File: src/rtl/ps2_key_decoder_if.sv
// ps2_key_decoder_if: scan-code input and key-event output bundle of the PS/2 key decoder
// master drives sc_data/sc_valid (receiver side) plus key_ready/ovf_clr (consumer side)
// slave (decoder) drives key_valid, key_code, key_ascii, key_break, key_ext, overflow
interface ps2_key_decoder_if;
  logic [7:0] sc_data;
  logic       sc_valid;
  logic       key_ready;
  logic       ovf_clr;
  logic       key_valid;
  logic [7:0] key_code;
  logic [7:0] key_ascii;
  logic       key_break;
  logic       key_ext;
  logic       overflow;
  modport master (
    output sc_data, sc_valid, key_ready, ovf_clr,
    input  key_valid, key_code, key_ascii, key_break, key_ext, overflow
  );
  modport slave (
    input  sc_data, sc_valid, key_ready, ovf_clr,
    output key_valid, key_code, key_ascii, key_break, key_ext, overflow
  );
endinterface

File: src/rtl/ps2_key_decoder.sv
// ps2_key_decoder: PS/2 Set-2 scan-code parser with show-ahead key-event FIFO
// clk, rst_n (async active-low); bus: ps2_key_decoder_if.slave
//   in : sc_data/sc_valid byte strobe, key_ready pop, ovf_clr
//   out: key_valid, key_code, key_ascii, key_break, key_ext (FIFO head), overflow (sticky)
// Optional macro PS2_KEY_SHIFT_EN: shift/caps tracking for uppercase letters
module ps2_key_decoder #(
  parameter int FIFO_DEPTH = 8
) (
  input logic clk,
  input logic rst_n,
  ps2_key_decoder_if.slave bus
);
  localparam int AW = $clog2(FIFO_DEPTH);
  typedef enum logic [2:0] {IDLE, EXT, BRK, EXT_BRK, SKIP} state_t;
  state_t state, state_n;
  logic [2:0] cnt, cnt_n;
  logic [7:0] b;
  logic is_ext, is_brk, emit, up, ovf;
  logic [17:0] ev;
  logic [17:0] mem [FIFO_DEPTH];
  logic [AW:0] wptr, rptr;
  logic empty, full, pop, push;
  function automatic logic [7:0] to_ascii(input logic [7:0] c, input logic upper);
    logic [7:0] a;
    case (c)
      8'h1C: a = "a"; 8'h32: a = "b"; 8'h21: a = "c"; 8'h23: a = "d";
      8'h24: a = "e"; 8'h2B: a = "f"; 8'h34: a = "g"; 8'h33: a = "h";
      8'h43: a = "i"; 8'h3B: a = "j"; 8'h42: a = "k"; 8'h4B: a = "l";
      8'h3A: a = "m"; 8'h31: a = "n"; 8'h44: a = "o"; 8'h4D: a = "p";
      8'h15: a = "q"; 8'h2D: a = "r"; 8'h1B: a = "s"; 8'h2C: a = "t";
      8'h3C: a = "u"; 8'h2A: a = "v"; 8'h1D: a = "w"; 8'h22: a = "x";
      8'h35: a = "y"; 8'h1A: a = "z";
      8'h45: a = "0"; 8'h16: a = "1"; 8'h1E: a = "2"; 8'h26: a = "3";
      8'h25: a = "4"; 8'h2E: a = "5"; 8'h36: a = "6"; 8'h3D: a = "7";
      8'h3E: a = "8"; 8'h46: a = "9";
      8'h29: a = 8'h20; 8'h5A: a = 8'h0D; 8'h66: a = 8'h08;
      default: a = 8'h00;
    endcase
    return (upper && a >= "a" && a <= "z") ? a - 8'h20 : a;
  endfunction
  assign b = bus.sc_data;
  assign is_ext = state == EXT || state == EXT_BRK;
  assign is_brk = state == BRK || state == EXT_BRK;
  assign ev = {is_ext, is_brk, b, is_ext ? 8'h00 : to_ascii(b, up)};
  always_comb begin
    state_n = state;
    cnt_n = cnt;
    emit = 1'b0;
    if (bus.sc_valid) begin
      if (state == SKIP) begin
        cnt_n = cnt - 3'd1;
        state_n = cnt == 3'd1 ? IDLE : SKIP;
      end else if (b == 8'hE1) begin
        state_n = SKIP;
        cnt_n = 3'd7;
      end else if (b == 8'hE0) begin
        state_n = is_brk ? EXT_BRK : EXT;
      end else if (b == 8'hF0) begin
        state_n = is_ext ? EXT_BRK : BRK;
      end else begin
        state_n = IDLE;
        emit = !(b inside {8'h00, 8'hFF, 8'hAA, 8'hFA});
      end
    end
  end
  always_ff @(posedge clk or negedge rst_n)
    if (!rst_n) begin
      state <= IDLE;
      cnt <= 3'd0;
    end else begin
      state <= state_n;
      cnt <= cnt_n;
    end
`ifdef PS2_KEY_SHIFT_EN
  logic lshift, rshift, caps;
  // modifiers update after the event that carries them has sampled the old state
  assign up = (lshift | rshift) ^ caps;
  always_ff @(posedge clk or negedge rst_n)
    if (!rst_n) begin
      lshift <= 1'b0;
      rshift <= 1'b0;
      caps <= 1'b0;
    end else if (emit && !is_ext) begin
      if (b == 8'h12) lshift <= !is_brk;
      if (b == 8'h59) rshift <= !is_brk;
      if (b == 8'h58 && !is_brk) caps <= !caps;
    end
`else
  assign up = 1'b0;
`endif
  assign empty = wptr == rptr;
  assign full = (wptr ^ rptr) == {1'b1, {AW{1'b0}}};
  assign pop = !empty && bus.key_ready;
  // a full FIFO still takes the new event when the head leaves in the same cycle
  assign push = emit && (!full || pop);
  always_ff @(posedge clk)
    if (push) mem[wptr[AW-1:0]] <= ev;
  always_ff @(posedge clk or negedge rst_n)
    if (!rst_n) begin
      wptr <= '0;
      rptr <= '0;
      ovf <= 1'b0;
    end else begin
      if (push) wptr <= wptr + (AW+1)'(1);
      if (pop) rptr <= rptr + (AW+1)'(1);
      ovf <= (emit && !push) ? 1'b1 : bus.ovf_clr ? 1'b0 : ovf;
    end
  assign bus.key_valid = !empty;
  assign bus.overflow = ovf;
  // head fields are forced to zero when empty so stale entries never show
  assign {bus.key_ext, bus.key_break, bus.key_code, bus.key_ascii} = empty ? 18'd0 : mem[rptr[AW-1:0]];
endmodule
File: src/flat_wrapper.sv
// flat-port wrapper written by rule: the top's interface ports become plain ports
module ps2_key_decoder_flat 
#(
  parameter int FIFO_DEPTH = 8
)
  (clk, rst_n, bus_sc_data, bus_sc_valid, bus_key_ready, bus_ovf_clr, bus_key_valid, bus_key_code, bus_key_ascii, bus_key_break, bus_key_ext, bus_overflow);
  ps2_key_decoder_if bus_i ();
  input logic clk;
  input logic rst_n;
  input wire logic [$bits(bus_i.sc_data)-1:0] bus_sc_data;
  input wire logic [$bits(bus_i.sc_valid)-1:0] bus_sc_valid;
  input wire logic [$bits(bus_i.key_ready)-1:0] bus_key_ready;
  input wire logic [$bits(bus_i.ovf_clr)-1:0] bus_ovf_clr;
  output wire logic [$bits(bus_i.key_valid)-1:0] bus_key_valid;
  output wire logic [$bits(bus_i.key_code)-1:0] bus_key_code;
  output wire logic [$bits(bus_i.key_ascii)-1:0] bus_key_ascii;
  output wire logic [$bits(bus_i.key_break)-1:0] bus_key_break;
  output wire logic [$bits(bus_i.key_ext)-1:0] bus_key_ext;
  output wire logic [$bits(bus_i.overflow)-1:0] bus_overflow;
  assign bus_i.sc_data = bus_sc_data;
  assign bus_i.sc_valid = bus_sc_valid;
  assign bus_i.key_ready = bus_key_ready;
  assign bus_i.ovf_clr = bus_ovf_clr;
  assign bus_key_valid = bus_i.key_valid;
  assign bus_key_code = bus_i.key_code;
  assign bus_key_ascii = bus_i.key_ascii;
  assign bus_key_break = bus_i.key_break;
  assign bus_key_ext = bus_i.key_ext;
  assign bus_overflow = bus_i.overflow;
  ps2_key_decoder #(.FIFO_DEPTH(FIFO_DEPTH)) u_core (.clk(clk), .rst_n(rst_n), .bus(bus_i));
endmodule
File: config.mk
export PLATFORM = sky130hd
export DESIGN_NAME = ps2_key_decoder_flat
export DESIGN_NICKNAME = d
export VERILOG_FILES = /design/src/rtl/ps2_key_decoder_if.sv /design/src/rtl/ps2_key_decoder.sv /design/src/flat_wrapper.sv
export SDC_FILE = /design/constraint.sdc
export NUM_CORES = 1
export LEC_CHECK = 0
export ABC_CLOCK_PERIOD_IN_PS = 3450
export BUFFER_PORTS_ARGS = -buffer_cell sky130_fd_sc_hd__buf_2
export CAP_MARGIN = 25
export CORE_MARGIN = 3
export CORE_UTILIZATION = 35
export DETAILED_ROUTE_END_ITERATION = 7
export HOLD_SLACK_MARGIN = 0.08
export PLACE_DENSITY = 0.51
export SYNTH_ARGS = -nofsm -noshare
export SYNTH_HDL_FRONTEND = slang
export SYNTH_SLANG_ARGS = --single-unit
File: constraint.sdc
create_clock -name clk -period 3.45 [get_ports clk]
set_input_delay 0.69 -clock clk [delete_from_list [all_inputs] [get_ports clk]]
set_output_delay 0.69 -clock clk [all_outputs]
set_load 0.02 [all_outputs]
-- Yosys cells after proc, flatten, opt, wreduce, memory -nomap -nowiden
Memories as Yosys holds them, arrays and structs flattened.
Cells that the tools add are included.
- flip-flop bits (word level): 15
- RAM bits: 144
- bits in read-only memories: 896
- input bits: 13
- output and inout port bits: 20
- word-level logic and storage cells: 60
- memories kept: 2
- add/subtract/negate cells: 3
- eq/ne operators: 13
- muxes and demuxes: 21
- bitwise gates (word level): 1
- reduce and logical (&&, ||, !) cells: 15
- memory list (memory ; depth ; bits a word ; rd ports ; clocked after Yosys merged registers in ; wr ports ; line ; text):
    (no name shown) ; 128 ; 7 ; 1 ; 0 ; 0 ; ps2_key_decoder.sv:25 ; case (c)
    u_core.mem ; 8 ; 18 ; 1 ; 0 ; 1 ; ps2_key_decoder.sv:20 ; logic [17:0] mem [FIFO_DEPTH];
- operator list (cell ; number):
    8-bit equality test, second input constant ; 6
    3-bit 2-to-1 mux ; 7
    18-bit 2-to-1 mux ; 1
    8-bit 2-to-1 mux ; 2
    1-bit 2-to-1 mux ; 10
    4-bit by 1-bit adder with 4-bit output, second input constant ; 2
    8-bit zero test ; 1
    3-bit by 1-bit equality test with 1-bit output, second input constant ; 2
    3-bit by 2-bit equality test with 1-bit output, second input constant ; 2
    4-bit equality test ; 1
    4-bit equality test, second input constant ; 1
    1-bit zero test ; 4
    2-bit nonzero test ; 2
    4-bit nonzero test ; 1
    4-bit bitwise XOR ; 1
    3-bit equality test, second input constant ; 1
    1-bit logical AND ; 3
    1-bit logical OR ; 3
    3-bit by 1-bit subtractor with 3-bit output, second input constant ; 1
    2-bit 2-to-1 mux ; 1
    2-bit AND reduction ; 1

-- Depth between registers and ports, before layout
- depth after elaboration: 12
- mapped depth: 8
- mapped depth without buffers: 7

-- Worst setup path before layout
Ideal clock, no wire load.
- kind: input-to-reg
- from: input bus_sc_data[0]
- to: memory u_core.mem[0][0], enable pin
- library setup time: 435 ps
- data arrival time: 3397 ps
- setup slack: -382 ps
- cell stages on the path: 6
- buffers on the path: 0
- cell sequence: inv_1 -> ha_1 -> and4_1 -> a311oi_4 -> nand2_4 -> nor4_1
- cells in the longest elaborated chain, start to end: 11
- RTL lines (what ; line ; text):
    start: declaration ; flat_wrapper.sv:10 ; input wire logic [$bits(bus_i.sc_data)-1:0] bus_sc_data;
    8-bit equality test or 8-bit zero test (tied branches) ; ps2_key_decoder.sv:62 ; emit = !(b inside {8'h00, 8'hFF, 8'hAA, 8'hFA});
    4-bit nonzero test ; ps2_key_decoder.sv:62 ;
    1-bit zero test ; ps2_key_decoder.sv:62 ;
    1-bit 2-to-1 mux ; ps2_key_decoder.sv:58 ; end else if (b == 8'hF0) begin
    1-bit 2-to-1 mux ; ps2_key_decoder.sv:56 ; end else if (b == 8'hE0) begin
    1-bit 2-to-1 mux * ; ps2_key_decoder.sv:53 ; end else if (b == 8'hE1) begin
    1-bit 2-to-1 mux * ; ps2_key_decoder.sv:50 ; if (state == SKIP) begin
    1-bit 2-to-1 mux * ; ps2_key_decoder.sv:49 ; if (bus.sc_valid) begin
    1-bit logical AND * ; ps2_key_decoder.sv:95 ; assign push = emit && (!full || pop);
    1-bit 2-to-1 mux * ; ps2_key_decoder.sv:97 ; if (push) mem[wptr[AW-1:0]] <= ev;
    1-bit 2-to-1 mux (implied by the code) * ; ps2_key_decoder.sv:97 ;
    end: declaration ; ps2_key_decoder.sv:20 ;
Mark *: on every way between the ends. The rest lies on a longest branch, timed or not.

-- Final worst setup path
- from: register u_core.rptr[1]
- to: output bus_key_code[4]
- cells in the longest elaborated chain, start to end: 2
- RTL lines (what ; line ; text):
    start: declaration ; ps2_key_decoder.sv:21 ; logic [AW:0] wptr, rptr;
    start signal: assignment ; ps2_key_decoder.sv:105 ; if (pop) rptr <= rptr + (AW+1)'(1);
    memory read 8 x 18 bit or 4-bit equality test (tied branches) ; -- ;
    18-bit 2-to-1 mux * ; ps2_key_decoder.sv:111 ; assign {bus.key_ext, bus.key_break, bus.key_code, bus.key_ascii} = empty ? 18'd0 : mem[rptr[AW-1:0]];
    end: declaration ; flat_wrapper.sv:15 ; output wire logic [$bits(bus_i.key_code)-1:0] bus_key_code;
Marks and branches as above.

==> out/metrics.cfg <==
[outcome]
outcome = finished, final reports clean

[sta]
hold_violations = 0
fmax_mhz = 323.2
tns_ns = 0
finClkSkew_ns = 0.01072
finalMaxSlewViolations = 0
rsz0062_at_grt = no
worst_pin_slew_ns = 0.8913
final-setup-viol-count = 0
finalCriticalPeriod_ns = 3.094
timing.slew.headroom_pct = 40.58
fin_crit_sh_pct = 89.69

[grt]
use_met1_pct = 19.63
met3_usage_pct = 3.300
grt_busiest_layer = met2
overflow = 0
gr-usage-all-layers_pct = 14.87
grt_pass1_wl_um = 24450
grt_max_degree = 40
grt_pass1_vias = 4261
use_met2_pct = 24.31
antenna_found_initial = 0

[final_layout]
seqCellArea_um2 = 4461
antenna-diode-count = 0
design_area_um2 = 8084
nFillCells = 1796
area_growth_pct = 16.20
multi_input_area_um2 = 2328
final_nets = 521
drive_gt1_share_pct = 26.86

[setup_path]
worst_setup_path_start_kind = flop
cp.arrival_ns = 2.40
crit_type = flop to primary output
r2r_start = u_core.rptr[1]
slowest_delay_ns = 0.92
cp-startpoint = u_core.rptr[1]
cpMaxStageDelayCell = dfrtp_1
end_kind = primary output
crit_path_cell_trace = xor2_1, nor4b_4, buf_4, nor2_1, buf_2
path_buf_inv = 2
cp_max_fo = 19
critPathTopFamily = flip-flops
worstPathRequired_ns = 2.76

[die]
die_w_um = 147.0
pin_count = 33
placementRows = 50
core-area_um2 = 19140
fp.dieArea_um2 = 21600
die_height_um = 147.0
start_util_pct = 36.34

[synth]
async_reset_ff_share_pct = 9.934
synth-edff-count = 136
synth_top_family_by_area = multiplexers
synth.area.top_cells = edfxtp_1 59%, mux4_2 11%, dfrtp_1 5.4%
synth_top_area_share_pct = 58.71
syn_area_um2 = 6957
synth_compound_area_share_pct = 6.475
synthesis.nets = 474
synth_xor_area_share_pct = 1.493
synth_mux_area_share_pct = 13.97
syn_area_per_cell_um2 = 15.46
netlist-cell-type-count = 62
ys_warn_count = 0
yosys.area.top_type = edfxtp_1
synthFlopType = edfxtp_1
synth_cells = 450
synthAdderAreaFrac_pct = 1.978
synth-simple-area-share_pct = 8.885
ys_seq_area_share_pct = 64.10
ys_ff_latch = 151

[placement]
port-buffer-count = 31
gp_congestion = 0.8566
postPlaceCellArea_um2 = 7543
hpwl_um = 10140

[flow_run]
cap_violations = 0

[route]
wl_per_cell_um = 19.79
drt-initial-drc-count = 313
via_count = 4027
wl_um = 15240
ant_nets = 0
dr.pass1.iters = 4
drcViolationCount = 0
vias_per_cell = 5.230

[power]
cellPowerDensity_nw_per_um2 = 799.3
switchingPower_mw = 2.181
combinationalPowerShare_pct = 35.4
sequentialPowerShare_pct = 38.5
swShare_pct = 33.75
p_leak_nw = 2.812
clkPwrFrac_pct = 26.1
max-vdd-ir-drop_mv = 0.3784
power.total_mw = 6.461
internal_power_mw = 4.281

[clock_network]
cts_buffers = 17
clock_tree.htree_level_count = 4
clockBufferDepth = 2
cts_resized = 0
post-cts-setup-buffers = 0
cts-root-buf = clkbuf_16
clk_pin_slew_ns = 0.06
cts.sinks = 151
cts_tree = done
clkLatencyLatePin_ns = 0.42
ctsHoldBuffers = 0

[worst_hold_path]
min_path_type = input pin to asynchronous set/reset pin

-- routing by layer --
layer / up-vias / part of all wire [%]
li1: 1856 / -
met1: 2052 / 44
met2: 100 / 49
met3: 19 / 4.1
met4: 0 / 2.0
met5: - / 0
-- synth_stat cells (3+ instances only) --
library cell,number
a21oi_1,20
a31oi_1,5
and4b_1,3
buf_2,8
clkbuf_1,10
dfrtp_1,15
edfxtp_1,136
ha_1,11
inv_1,15
mux2i_1,18
mux4_2,34
nand2_1,23
nand2b_1,6
nand3_1,10
nand4_1,3
nor2_1,33
nor2b_1,6
nor3_1,4
nor3b_1,4
nor4_1,6
o211ai_1,3
o21ai_0,15
o22ai_1,3
xnor2_1,6
xor2_1,4
-- power by group through the flow --
stage / clock network, mW / logic (mW) / registers, mW
floorplan: 0 / 1.72 / 2.41
global placement: 0 / 2.33 / 2.51
detailed placement: 0 / 2.36 / 2.53
CTS: 1.73 / 2.36 / 2.49
global route: 1.82 / 2.50 / 2.52
finish: 1.69 / 2.29 / 2.49
-- cells in the final DEF (no fill, tap or decap), types with 10 or more instances in the layout --
master	instances
nand3_1	10
buf_2	31
edfxtp_1	136
a21oi_1	20
clkbuf_16	17
o21ai_0	15
nand2_1	23
dfrtp_1	14
mux2i_1	18
buf_4	21
inv_1	15
nor2_1	33
mux4_2	34
ha_1	11
-- metrics by stage --
step | cells | hold WS (ns) | setup WS (ns) | utilization, %
detailed placement | 738 | 0.4809 | 0.3120 | 39.41
floorplan | 450 | 0.3944 | -0.3817 | -
finish | 770 | 0.1810 | 0.3557 | 42.23
global placement | 738 | 0.4756 | 0.3969 | 39.41
CTS | 770 | 0.1779 | 0.2934 | 42.23
global route | 770 | 0.1899 | 0.1607 | 42.23
-- area by class of cell --
class	count	area share (%)
Clock buffer	21	5.448
Clock inverter	11	1.238
Inverter	15	0.6965
Tap cell	260	4.024
Multi-Input combinational cell	257	28.80
Timing Repair Buffer	55	4.612
Sequential cell	151	55.18
-- cells by family after synthesis --
logic type               Yosys count
AO/OA/AOI/OAI                     66
XOR/XNOR                          11
adder cells (fa/ha/maj)           11
buffers and inverters             42
flip-flops                       151
multiplexers                      54
other                              1
AND/OR/NAND/NOR                  114
-- final timing paths --
kind	endpoint	slack [ns]	depth (start not counted)
max in group asynchronous	u_core.rptr[0]	2.99	1
max	bus_key_code[4]	0.36	5
max reg2reg	u_core.mem[4][6]	0.75	6
min	u_core.rptr[1]	0.18	1
min reg2reg	u_core.wptr[3]	0.49	1
min in group clk	u_core.wptr[3]	0.49	1
-- state kept, by name, summed over array words and instances (netlist names) --
signal and flops:
u_core.rptr 4, u_core.cnt 3, u_core.bus.overflow 1, u_core.state 3
u_core.mem 136, u_core.wptr 4
Note: power is estimated with default switching activity, not from simulation.
